$ cat config.mk
export PLATFORM = sky130hd
export DESIGN_NAME = uart_rx_flat
export DESIGN_NICKNAME = d
export VERILOG_FILES = /design/src/rtl/uart_pkg.sv /design/src/rtl/uart_rx_if.sv /design/src/rtl/uart_rx_fifo.sv /design/src/rtl/uart_rx.sv /design/src/flat_wrapper.sv
export SDC_FILE = /design/constraint.sdc
export NUM_CORES = 1
export LEC_CHECK = 0
export ABC_AREA = 1
export CAP_MARGIN = 10
export CORE_UTILIZATION = 30
export DETAILED_ROUTE_END_ITERATION = 7
export PLACE_DENSITY_LB_ADDON = 0.08
export SKIP_CTS_REPAIR_TIMING = 1
export SLEW_MARGIN = 20
export SYNTH_ARGS = -nofsm -noshare
export SYNTH_HDL_FRONTEND = slang
export SYNTH_HIERARCHICAL = 1
export SYNTH_SLANG_ARGS = --single-unit
$ cat constraint.sdc
create_clock -name clk -period 5.4 [get_ports clk]
set_input_delay 1.08 -clock clk [delete_from_list [all_inputs] [get_ports clk]]
set_output_delay 1.08 -clock clk [all_outputs]
set_load 0.02 [all_outputs]
$ cat src/rtl/uart_pkg.sv
// Shared UART definitions: receiver FSM state encoding, frame width and
// the baud-timing helpers used by uart_rx (and uart_tx).
package uart_pkg;

  localparam int DATA_BITS = 8;

  typedef enum logic [2:0] {
    WAIT_HIGH = 3'd0,
    IDLE      = 3'd1,
    START     = 3'd2,
    DATA      = 3'd3,
    STOP      = 3'd4
  } uart_rx_state_t;

  // System clocks per serial bit; truncating division, no fractional correction.
  function automatic int clks_per_bit(input int clk_hz, input int baud);
    return clk_hz / baud;
  endfunction

  // Clocks from the start-bit edge to the centre of the start bit.
  function automatic int half_bit(input int clk_hz, input int baud);
    return clks_per_bit(clk_hz, baud) / 2;
  endfunction

endpackage

$ cat src/rtl/uart_rx_if.sv
// Receive-byte handshake between uart_rx (master, source of bytes) and the
// consumer (slave).
//   rx_data       : FIFO head byte, 0 when nothing is buffered
//   rx_data_valid : a byte is available
//   rx_data_ready : consumer pops the head byte when valid && ready
interface uart_rx_if;
  import uart_pkg::*;

  logic [DATA_BITS-1:0] rx_data;
  logic                 rx_data_valid;
  logic                 rx_data_ready;

  modport master (
    output rx_data,
    output rx_data_valid,
    input  rx_data_ready
  );

  modport slave (
    input  rx_data,
    input  rx_data_valid,
    output rx_data_ready
  );
endinterface

$ cat src/rtl/uart_rx_fifo.sv
// Small synchronous FIFO buffering received bytes.
// DEPTH must be a power of two and at least 2.
//   clk, reset : clock and asynchronous active-high reset
//   push, din  : write request and data; ignored when full unless popping
//   full       : no free entry
//   pop        : read request; ignored when empty
//   dout       : head entry, 0 when empty
//   empty      : no entry stored
module uart_rx_fifo #(
  parameter int WIDTH = 8,
  parameter int DEPTH = 4
) (
  input  logic             clk,
  input  logic             reset,
  input  logic             push,
  input  logic [WIDTH-1:0] din,
  output logic             full,
  input  logic             pop,
  output logic [WIDTH-1:0] dout,
  output logic             empty
);

  localparam int AW = $clog2(DEPTH);
  localparam logic [AW:0] PTR_ONE = {{AW{1'b0}}, 1'b1};

  // One extra pointer bit distinguishes full from empty when indices match.
  logic [AW:0]      wr_ptr_r;
  logic [AW:0]      rd_ptr_r;
  logic [WIDTH-1:0] mem_r [DEPTH];
  logic             push_en_s;
  logic             pop_en_s;

  assign empty     = (wr_ptr_r == rd_ptr_r);
  assign full      = (wr_ptr_r[AW] != rd_ptr_r[AW]) &&
                     (wr_ptr_r[AW-1:0] == rd_ptr_r[AW-1:0]);
  assign pop_en_s  = pop && !empty;
  // A pop in the same cycle frees the slot the push needs when full.
  assign push_en_s = push && (!full || pop_en_s);
  assign dout      = empty ? {WIDTH{1'b0}} : mem_r[rd_ptr_r[AW-1:0]];

  // Pointer update on accepted push/pop.
  always_ff @(posedge clk or posedge reset) begin
    if (reset) begin
      wr_ptr_r <= {(AW+1){1'b0}};
      rd_ptr_r <= {(AW+1){1'b0}};
    end else begin
      if (push_en_s) begin
        wr_ptr_r <= wr_ptr_r + PTR_ONE;
      end
      if (pop_en_s) begin
        rd_ptr_r <= rd_ptr_r + PTR_ONE;
      end
    end
  end

  // Storage write; contents are only visible through valid pointers.
  always_ff @(posedge clk) begin
    if (push_en_s) begin
      mem_r[wr_ptr_r[AW-1:0]] <= din;
    end
  end

endmodule

$ cat src/rtl/uart_rx.sv
// 8N1 UART receiver. rx_pin is synchronised, each bit is sampled at its
// centre, bytes are assembled LSB first and buffered in a FIFO presented on
// a valid/ready handshake.
//   clk, reset  : system clock and asynchronous active-high reset
//   rx_pin      : asynchronous serial input, idles high
//   rx_bus      : byte handshake (rx_data / rx_data_valid / rx_data_ready)
//   frame_error : one-cycle pulse, stop bit sampled low
//   overrun     : one-cycle pulse, good byte dropped because FIFO was full
module uart_rx
  import uart_pkg::*;
#(
  parameter int UART_CLK_HZ = 27000000,
  parameter int BAUD_RATE   = 115200,
  parameter int FIFO_DEPTH  = 4
) (
  input  logic       clk,
  input  logic       reset,
  input  logic       rx_pin,
  uart_rx_if.master  rx_bus,
  output logic       frame_error,
  output logic       overrun
);

  localparam int CLKS_PER_BIT = clks_per_bit(UART_CLK_HZ, BAUD_RATE);
  localparam int HALF_BIT     = half_bit(UART_CLK_HZ, BAUD_RATE);
  localparam int CNT_W        = (CLKS_PER_BIT > 1) ? $clog2(CLKS_PER_BIT) : 1;
  localparam logic [CNT_W-1:0] BIT_LAST  = CNT_W'(CLKS_PER_BIT - 1);
  localparam logic [CNT_W-1:0] HALF_LAST = CNT_W'(HALF_BIT - 1);
  localparam logic [CNT_W-1:0] CNT_ONE   = CNT_W'(1);
  localparam logic [CNT_W-1:0] CNT_ZERO  = CNT_W'(0);

  logic                 sync1_r;
  logic                 rx_s;
  uart_rx_state_t       state_r;
  logic [CNT_W-1:0]     cnt_r;
  logic [2:0]           bit_idx_r;
  logic [DATA_BITS-1:0] shift_r;
  logic                 frame_error_r;
  logic                 overrun_r;

  logic                 cnt_done_s;
  logic                 stop_sample_s;
  logic                 pop_s;
  logic                 push_s;
  logic                 fifo_full_s;
  logic                 fifo_empty_s;
  logic [DATA_BITS-1:0] fifo_dout_s;

  // Two-flop synchroniser; resets to the idle line level.
  always_ff @(posedge clk or posedge reset) begin
    if (reset) begin
      sync1_r <= 1'b1;
      rx_s    <= 1'b1;
    end else begin
      sync1_r <= rx_pin;
      rx_s    <= sync1_r;
    end
  end

  // Sample point: half a bit into START, a full bit into DATA/STOP.
  always_comb begin
    cnt_done_s = 1'b0;
    case (state_r)
      START:       cnt_done_s = (cnt_r == HALF_LAST);
      DATA, STOP:  cnt_done_s = (cnt_r == BIT_LAST);
      default:     cnt_done_s = 1'b0;
    endcase
  end

  assign stop_sample_s = (state_r == STOP) && cnt_done_s;
  assign pop_s         = rx_bus.rx_data_ready && !fifo_empty_s;
  // Good stop bit, and either a free slot or one being freed this cycle.
  assign push_s        = stop_sample_s && rx_s && (!fifo_full_s || pop_s);

  // Receive FSM with registered status pulses.
  always_ff @(posedge clk or posedge reset) begin
    if (reset) begin
      state_r       <= WAIT_HIGH;
      cnt_r         <= CNT_ZERO;
      bit_idx_r     <= 3'd0;
      shift_r       <= {DATA_BITS{1'b0}};
      frame_error_r <= 1'b0;
      overrun_r     <= 1'b0;
    end else begin
      frame_error_r <= 1'b0;
      overrun_r     <= 1'b0;
      case (state_r)
        // Wait for an idle line so a low line or break is not taken as a start.
        WAIT_HIGH: begin
          if (rx_s) begin
            state_r <= IDLE;
          end else begin
            state_r <= WAIT_HIGH;
          end
        end
        IDLE: begin
          if (!rx_s) begin
            cnt_r   <= CNT_ZERO;
            state_r <= START;
          end else begin
            state_r <= IDLE;
          end
        end
        START: begin
          if (cnt_done_s) begin
            if (!rx_s) begin
              cnt_r     <= CNT_ZERO;
              bit_idx_r <= 3'd0;
              state_r   <= DATA;
            end else begin
              state_r   <= IDLE;
            end
          end else begin
            cnt_r <= cnt_r + CNT_ONE;
          end
        end
        DATA: begin
          if (cnt_done_s) begin
            cnt_r   <= CNT_ZERO;
            shift_r <= {rx_s, shift_r[DATA_BITS-1:1]};
            if (bit_idx_r == 3'd7) begin
              state_r <= STOP;
            end else begin
              bit_idx_r <= bit_idx_r + 3'd1;
            end
          end else begin
            cnt_r <= cnt_r + CNT_ONE;
          end
        end
        // Leaves at the stop-bit centre so a following start edge is caught.
        STOP: begin
          if (cnt_done_s) begin
            cnt_r <= CNT_ZERO;
            if (rx_s) begin
              state_r <= IDLE;
              if (!push_s) begin
                overrun_r <= 1'b1;
              end
            end else begin
              frame_error_r <= 1'b1;
              state_r       <= WAIT_HIGH;
            end
          end else begin
            cnt_r <= cnt_r + CNT_ONE;
          end
        end
        default: begin
          state_r <= WAIT_HIGH;
        end
      endcase
    end
  end

  uart_rx_fifo #(
    .WIDTH (DATA_BITS),
    .DEPTH (FIFO_DEPTH)
  ) u_fifo (
    .clk   (clk),
    .reset (reset),
    .push  (push_s),
    .din   (shift_r),
    .full  (fifo_full_s),
    .pop   (rx_bus.rx_data_ready),
    .dout  (fifo_dout_s),
    .empty (fifo_empty_s)
  );

  assign rx_bus.rx_data       = fifo_dout_s;
  assign rx_bus.rx_data_valid = !fifo_empty_s;
  assign frame_error          = frame_error_r;
  assign overrun              = overrun_r;

endmodule

$ cat src/flat_wrapper.sv
// flat-port wrapper written by rule: the top's interface ports become plain ports
module uart_rx_flat import uart_pkg::*;
#(
  parameter int UART_CLK_HZ = 27000000,
  parameter int BAUD_RATE   = 115200,
  parameter int FIFO_DEPTH  = 4
)
  (clk, reset, rx_pin, frame_error, overrun, rx_bus_rx_data, rx_bus_rx_data_valid, rx_bus_rx_data_ready);
  uart_rx_if rx_bus_i ();
  input  logic clk;
  input  logic reset;
  input  logic rx_pin;
  output logic frame_error;
  output logic overrun;
  output wire logic [$bits(rx_bus_i.rx_data)-1:0] rx_bus_rx_data;
  output wire logic [$bits(rx_bus_i.rx_data_valid)-1:0] rx_bus_rx_data_valid;
  input wire logic [$bits(rx_bus_i.rx_data_ready)-1:0] rx_bus_rx_data_ready;
  assign rx_bus_rx_data = rx_bus_i.rx_data;
  assign rx_bus_rx_data_valid = rx_bus_i.rx_data_valid;
  assign rx_bus_i.rx_data_ready = rx_bus_rx_data_ready;
  uart_rx #(.UART_CLK_HZ(UART_CLK_HZ), .BAUD_RATE(BAUD_RATE), .FIFO_DEPTH(FIFO_DEPTH)) u_core (.clk(clk), .reset(reset), .rx_pin(rx_pin), .rx_bus(rx_bus_i), .frame_error(frame_error), .overrun(overrun));
endmodule
==> results of run 1 <==
-- layout make-up --
class | count | area, um2 | share of cell area
tap | 140 | 175 | 0.0446
clock buffer | 9 | 225 | 0.0574
inverter | 54 | 205 | 0.0523
multi-input combinational | 237 | 1340 | 0.342
clock inverter | 7 | 71.3 | 0.0182
timing repair buffer | 14 | 140 | 0.0357
sequential | 64 | 1760 | 0.450
-- registers in the layout (all words and copies together), names as in the netlist --
name,cells
u_core/shift_r,8
u_core/frame_error,1
u_core/u_fifo/wr_ptr_r,3
u_core/overrun,1
u_core/state_r,3
u_core/rx_s,1
u_core/u_fifo/mem_r,32
u_core/u_fifo/rd_ptr_r,3
u_core/sync1_r,1
u_core/cnt_r,8
u_core/bit_idx_r,3
-- power by group through the flow --
stage                     logic [W]  clock network, W  registers [W]
after floorplan            0.000812                 0       0.000662
after global placement     0.000963                 0       0.000734
after detailed placement   0.000960                 0       0.000732
after CTS                  0.000963          0.000585       0.000724
after global routing        0.00108          0.000606       0.000743
final                      0.000949          0.000564       0.000723
-- how the worst max path moves through the flow --
stage                                    from                   endpoint  slack (ps)
finish              u_core/u_fifo/rd_ptr_r[0]          rx_bus_rx_data[6]        1910
global placement         rx_bus_rx_data_ready  u_core/u_fifo/mem_r[2][0]        2090
detailed placement       rx_bus_rx_data_ready  u_core/u_fifo/mem_r[3][5]        2080
floorplan           u_core/u_fifo/rd_ptr_r[0]  u_core/u_fifo/mem_r[0][0]        3020
global route        u_core/u_fifo/rd_ptr_r[0]          rx_bus_rx_data[5]        1690
CTS                 u_core/u_fifo/rd_ptr_r[0]          rx_bus_rx_data[6]        1850
-- logic make-up (layout without fill, tap and decap cells) --
group / Yosys count / count (layout) / synth area share
xor+xnor: 7 / 7 / 0.0235
simple gates: 171 / 171 / 0.255
buf+inv: 65 / 84 / 0.0868
flops: 64 / 64 / 0.519
compound gates: 51 / 51 / 0.0864
fa+ha+maj: 8 / 8 / 0.0294
-- metrics by stage --
step	utilization	worst slack, ps	instance area [um2]	instances
floorplan	-	3020	3400	366
global placement	0.332	2090	3630	509
detailed placement	0.332	2080	3630	509
CTS	0.359	1850	3920	525
global route	0.359	1690	3920	525
finish	0.359	1910	3920	525
-- cell usage in the layout (no fill, tap or decap), types with 4 or more instances in the layout --
| cell type | count |
|---|---|
| o21ai_2 | 9 |
| nand2_1 | 72 |
| clkdlybuf4s50_1 | 14 |
| nand2_2 | 4 |
| nor2_1 | 52 |
| ha_1 | 8 |
| a21oi_1 | 10 |
| o21ai_0 | 21 |
| dfrtp_1 | 30 |
| nand3_1 | 18 |
| clkbuf_16 | 9 |
| edfxtp_1 | 32 |
| a31oi_1 | 4 |
| nand3_2 | 4 |
| inv_2 | 5 |
| nand2_4 | 6 |
| xor2_1 | 5 |
| o21ai_1 | 7 |
| inv_1 | 48 |
-- layer usage --
layer  share of wire  vias to the layer above  track usage
met5               0                        -            0
met4           0.010                        0       0.0376
met3           0.031                        4       0.0380
met2            0.48                       34        0.199
met1            0.48                     1037        0.161
li1                -                     1207            -
==> run metrics, run 1 <==
status=complete, no violations; final wirelength=6460 um; R2R setup slack=2340 ps; # setup viols final=0; Ports=15; number of max-cap violations=0; count leader, synth=nand2_1; number of port buffers=14; Post-Syn Instances=366; die footprint=0.0118 mm2; nets@finish=392; Setup crit end kind=output pin; WL/cell=12.3 um; clock share of power=0.252; global route total overflow=0; Req. time, crit path=4320 ps; FP Rows=38; Post-synth ARST share=0.500; clk slew on worst S/H paths=approximately 60 ps; hold_sp=u_core/sync1_r; CTS Buf Count=9; CTS Root Cell=clkbuf_16; number of DRC markers in iteration 0=77; fin. max-slew vios=0; number of synthesized flops with an enable pin=32; FF+latch count, synth=64; Worst path max stage delay=roughly 750 ps; DR vias/cell=4.35; worst hold path class=register to register; Sink Count=64; antenna cell count=0; layout cells sized above 1=0.145; final hold vios=0; Die Height=108 um; power density over the cells=roughly 570 mW/mm2; via count=2282; Yosys top cell area share=0.282; Distinct cells, synth=34; Least-Margin Pin Slew=about 720 ps; Top Family by Delay on Critical Path=buffers and inverters; hold endpoint=u_core/rx_s; GRT Overall Usage=0.125; largest net degree at the start of global routing=27; Startpoint Class=register; synth cell count leaders=nand2_1, nor2_1, inv_1; worst flop-to-flop path endpoint=u_core/u_fifo/mem_r[3][5]; syn_nets=378; Hold Slack=356 ps; insertion delay to the later sink of the worst-skew pair=320 ps; critical path's slowest cell=dfrtp_1; Yosys warning total=6; P_sw=0.000933 W; Crit Path Category=register to output pin; core footprint=0.0109 mm2; CP Cell Sequence=inv_4, nand2_1, nand2_4, nand3_4, nand2_1, inv_1, clkdlybuf4s50_1; combinational share of power=0.424; Final HPWL DP=4410 um; overall power=~0.0022 W; Max VDD drop=263 uV; Main synth FF type=edfxtp_1; FILL cells=1135; WP depth=7; clock skew=6.50 ps; Rel. slew slack=0.519; Tcrit/Tclk final=0.646; area grow syn2layout=15.3%; vias in the first global route=roughly 2200; critical path arrival=2410 ps; First-pass DRT Iterations=4; Int Power=between 0.001 and 0.0015 W; Avg Cell Area, Syn=just over 9 um2; routability cong.=0.737; leak pwr=1.75 nW; first-pass GRT wire length=roughly 11000 um; most frequent CP cell=nand2_1; Worst Path Max Fanout=20; Sw Share=0.417; Initial Utilization=0.311; CTS tree=built; DRC=0; initial antenna violation count=0; Seq/Total Area, Yosys=0.519; Max Clock Freq=287 MHz; ANT nets after route=0; Synth area leaders=edfxtp_1, dfrtp_1, nand2_1; Reg-to-Reg Start=u_core/u_fifo/rd_ptr_r[0]; CTS Buffer Depth=2; die width=108 um; RSZ-0062 raised after global routing=false; setup_tns=0 ps; CP Buf/Inv Count=3; # H-tree levels=3; Mapped Area=0.00340 mm2; worst reg2reg path depth=12; minimum clock period=3490 ps; hold depth=0; dominant cell type by area after synthesis=edfxtp_1; Flop pwr share=0.323
(Power assumes the default switching activity.)
==> run 2: changes to the inputs <==
==> constraint.sdc (replaced) <==
create_clock -name clk -period 3 [get_ports clk]
set_input_delay 0.6 -clock clk [delete_from_list [all_inputs] [get_ports clk]]
set_output_delay 0.6 -clock clk [all_outputs]
set_load 0.02 [all_outputs]
==> run 2 against run 1 <==
- global-route usage up 0.45 points
- sequential cell count stayed put
- setup slack lost 1700 ps
- cell count is 1.1% higher
- sequential share of layout area down 0.86 points
==> run metrics, run 2 (synthesized netlist as in run 1, its figures left out) <==
status=complete, no violations; setup_tns=0 ps (unchanged); Die Height=108 um (unchanged); number of max-cap violations=0 (unchanged); Req. time, crit path=2400 ps (-1920 ps); final wirelength=6820 um (+5.5%); Ports=15 (unchanged); number of port buffers=14 (unchanged); Max Clock Freq=352 MHz; final hold vios=0 (unchanged); Crit Path Category=register to output pin; power density over the cells=1040 mW/mm2 (+83%); RSZ-0062 raised after global routing=false; Startpoint Class=register; CTS Buffer Depth=2 (unchanged); leak pwr=1.80 nW (+2.8%); commonest non-fill, non-tap cell in the layout=nand2_1; utilization after layout=0.366 (+0.00698); routability cong.=0.743 (+0.94%); FILL cells=1125 (-0.88%); worst hold path class=register to register; WL/cell=12.8 um (+4.3%); antenna cell count=0 (unchanged); die footprint=0.0118 mm2 (unchanged); Hold Slack=354 ps (-1.32 ps); Tcrit/Tclk final=0.946; die width=108 um (unchanged); clk slew on worst S/H paths=60 ps (about the same); CTS tree=built; via count=2370 (+3.9%); insertion delay to the later sink of the worst-skew pair=330 ps (about the same); GRT Overall Usage=0.129 (+0.00446); area taken by multi-input logic gates=0.00134 mm2 (unchanged); core footprint=0.0109 mm2 (unchanged); Rel. slew slack=0.526 (+0.00714); CTS Buf Count=9 (unchanged); Setup crit end kind=output pin; number of DRC markers in iteration 0=89 (+16%); initial antenna violation count=0 (unchanged); overall power=0.00418 W (+87%); First-pass DRT Iterations=4 (unchanged); # H-tree levels=3 (unchanged); global route total overflow=0 (unchanged); fin. max-slew vios=0 (unchanged); ANT nets after route=0 (unchanged); first-pass GRT wire length=11300 um (+2.4%); area grow syn2layout=17.6%; FP Rows=38 (unchanged); Post-Place Cells=515 (+1.2%); register area=0.00176 mm2 (unchanged); # setup viols final=0 (unchanged); DR vias/cell=4.46 (+2.7%); Sink Count=64 (unchanged); Worst Path Max Fanout=19 (-5.0%); Final HPWL DP=4570 um (+3.5%); max FFs per register=32 (unchanged); Initial Utilization=0.311 (unchanged); critical path arrival=2240 ps (-170 ps); vias in the first global route=2214 (+1.1%); nets@finish=398 (+1.5%); largest net degree at the start of global routing=26 (-3.7%); layout cells sized above 1=0.159 (+0.0131); Non-Filler Instances=531 (+1.1%); most frequent cells in the layout=nand2_1, nor2_1, inv_1; DRC=0 (unchanged); Least-Margin Pin Slew=711 ps (-8.05 ps); CTS Root Cell=clkbuf_16; clock skew=6.60 ps (+0.0913 ps); minimum clock period=2840 ps; Max VDD drop=394 uV (+50%)
-- run 2: cell types whose count changed in the layout (fill, tap and decap cells not counted), sizes merged --
cell and change:
clkinv -1, clkinvlp -1, buf +6, inv +1, bufinv +1
-- run 2: through the flow --
stage	cell area (um2)	setup slack [ps]
floorplan	3400	618
global placement	3670	364
detailed placement	3670	321
CTS	4000	103
global route	4000	17.7
finish	4000	162
-- run 2: path summary, 6_finish.rpt --
path | cells past startpoint | slack, ps | from | endpoint
setup / recovery | 5 | 160 | u_core/u_fifo/rd_ptr_r[1] | rx_bus_rx_data[6]
hold / removal | 0 | 350 | u_core/sync1_r | u_core/rx_s
setup reg to reg | 11 | 380 | u_core/u_fifo/rd_ptr_r[1] | u_core/u_fifo/mem_r[3][7]
hold reg to reg | 0 | 350 | u_core/sync1_r | u_core/rx_s
max in group asynchronous | 3 | 2000 | reset | u_core/rx_s
min in group asynchronous | 2 | 440 | reset | u_core/overrun
-- run 2: worst max-delay path, stage by stage, from the launching register on --
cell and delay, ps:
dfrtp_1 800, xnor2_4 180, nand3_4 200, nand2_1 70
inv_1 50, clkdlybuf4s50_1 590
-- run 2: metal layers --
layer	vias up	track usage	wire, um
li1	1222	-	-
met1	1104	0.167	3400
met3	9	0.0325	189
met5	-	0	0
met2	35	0.205	3130
met4	0	0.0521	99
-- run 2: layout make-up --
class	count	area share
clock buffers	9	0.0563
clock inverters	7	0.0256
inverters	54	0.0513
multi-input cells	237	0.336
flip-flops and latches	64	0.441
well taps	140	0.0438
repair buffers	20	0.0463
-- run 2: power breakdown --
part	leakage, nW	total, W	switching (W)	internal [W]
sequential	0.733	0.00127	0.000218	0.00105
combinational	0.909	0.00176	0.00110	0.000662
clock	0.157	0.00115	0.000411	0.000736
total	1.80	0.00418	0.00173	0.00245
==> run 3: changes to the inputs <==
--- a/config.mk
+++ b/config.mk
@@ -9,7 +9,9 @@
 export CAP_MARGIN = 10
 export CORE_UTILIZATION = 30
 export DETAILED_ROUTE_END_ITERATION = 7
+export MAX_ROUTING_LAYER = met4
 export PLACE_DENSITY_LB_ADDON = 0.08
+export SETUP_SLACK_MARGIN = 0.3
 export SKIP_CTS_REPAIR_TIMING = 1
 export SLEW_MARGIN = 20
 export SYNTH_ARGS = -nofsm -noshare
==> run 3 against run 2 <==
- total power grew 2.2%
- register-to-register slack improved by 150 ps
- global-route usage increased by 0.44 points
- clock power about the same
- count of clock-buffer cells in the layout did not move
- cell count increased by 1.1%
- sequential power about the same
- worst hold slack about the same
- clock skew rose by 0.59 ps
- routed wire length increased by 2.7%
- critical endpoint is now rx_bus_rx_data[4]
- largest cell class unchanged
- highest routed layer unchanged
==> run metrics, run 3 (synthesized netlist as in run 1, its figures left out) <==
Req. time, crit path=2400 ps (about the same); final wirelength=7000 um (+2.7%); ANT nets after route=0 (unchanged); vias in the first global route=2209 (-0.23%); Rel. slew slack=0.744 (+0.218); overall power=0.00427 W (+2.2%); number of DRC markers in iteration 0=96 (+7.9%); worst hold path class=register to register; die width=108 um (unchanged); fin. max-slew vios=0 (unchanged); layout cells sized above 1=0.174 (+0.0152); largest net degree at the start of global routing=26 (unchanged); setup_tns=0 ps (unchanged); Least-Margin Pin Slew=381 ps (-330 ps); WL/cell=13.0 um (+1.5%); via count=2411 (+1.7%); Sink Count=64 (unchanged); leak pwr=1.92 nW (+6.6%); First-pass DRT Iterations=4 (unchanged); CTS Root Cell=clkbuf_16; first-pass GRT wire length=11300 um (+0.25%); FP Rows=38 (unchanged); clk slew on worst S/H paths=60 ps (about the same); CTS tree=built; insertion delay to the later sink of the worst-skew pair=330 ps (about the same); Max VDD drop=423 uV (+7.2%); clock skew=7.19 ps (+0.592 ps); commonest non-fill, non-tap cell in the layout=nand2_1; nets@finish=404 (+1.5%); # setup viols final=0 (unchanged); critical path arrival=2000 ps (-240 ps); CTS Buffer Depth=2 (unchanged); Startpoint Class=register; Tcrit/Tclk final=0.868 (-0.0783); GRT Overall Usage=0.133 (+0.00436); Initial Utilization=0.311 (unchanged); number of port buffers=14 (unchanged); global route total overflow=0 (unchanged); final hold vios=0 (unchanged); DRC=0 (unchanged); Final HPWL DP=4570 um (unchanged); Ports=15 (unchanged); CTS Buf Count=9 (unchanged); DR vias/cell=4.49 (+0.59%); FILL cells=1118 (-0.62%); area taken by multi-input logic gates=0.00135 mm2 (+0.75%); most frequent cells in the layout=nand2_1, nor2_1, inv_1; initial antenna violation count=0 (unchanged); # H-tree levels=3 (unchanged); die footprint=0.0118 mm2 (unchanged); Worst Path Max Fanout=16 (-3); antenna cell count=0 (unchanged); power density over the cells=1050 mW/mm2 (+0.11%); core footprint=0.0109 mm2 (unchanged); routability cong.=0.753 (+1.3%); area grow syn2layout=20.1%; Max Clock Freq=384 MHz (+9.0%); Die Height=108 um (unchanged); max FFs per register=32 (unchanged); register area=0.00177 mm2 (+0.21%); RSZ-0062 raised after global routing=true; Setup crit end kind=output pin; number of max-cap violations=0 (unchanged); Crit Path Category=register to output pin; minimum clock period=2600 ps (-235 ps); status=complete, no violations
## run 3: per-layer routing
layer  GRT usage  routed length [um]  up-vias  share of wire
li1            -                   -     1234              -
met1       0.168                3430     1130           0.49
met2       0.204                3230       40           0.46
met3      0.0398                 262        7          0.037
met4      0.0434                  85        0          0.012
met5           -                   0        -              0
## run 3: worst paths after layout
kind                                      startpoint                        end  slack (ps)  depth (start not counted)
max                        u_core/u_fifo/rd_ptr_r[1]          rx_bus_rx_data[4]         400                          5
min                                   u_core/sync1_r                u_core/rx_s         350                          0
max reg2reg                        u_core/state_r[0]  u_core/u_fifo/mem_r[3][7]         530                         12
min reg2reg                           u_core/sync1_r                u_core/rx_s         350                          0
max in group asynchronous                      reset                u_core/rx_s        2000                          3
min in group asynchronous                      reset             u_core/overrun         440                          2
## run 3: metrics by stage
stage	std cells	cell area [um2]	utilization	worst slack [ps]	hold WS, ps
after floorplan	366	3400	-	618	345
after global placement	515	3670	0.336	364	346
after detailed placement	515	3670	0.336	321	347
after CTS	531	4000	0.366	103	356
after global routing	537	4090	0.374	269	361
final	537	4090	0.374	396	354
## run 3: power breakdown
group          leakage, nW  internal, W  switching (W)
registers            0.732      0.00106       0.000217
logic                 1.03     0.000715        0.00113
clock network        0.157     0.000736       0.000412
## run 3: critical path, stage by stage (launching register included)
cell and delay [ps]:
dfrtp_4 580, xnor2_4 270, nand3_4 150, nand2_1 100, inv_1 40, clkdlybuf4s50_1 520
## run 3: area by class of cell
type | count | area share
sequential | 64 | 0.433
multi-input combinational | 238 | 0.331
timing repair buffer | 25 | 0.0628
clock buffer | 9 | 0.0551
inverter | 54 | 0.0502
tap | 140 | 0.0429
clock inverter | 7 | 0.0251
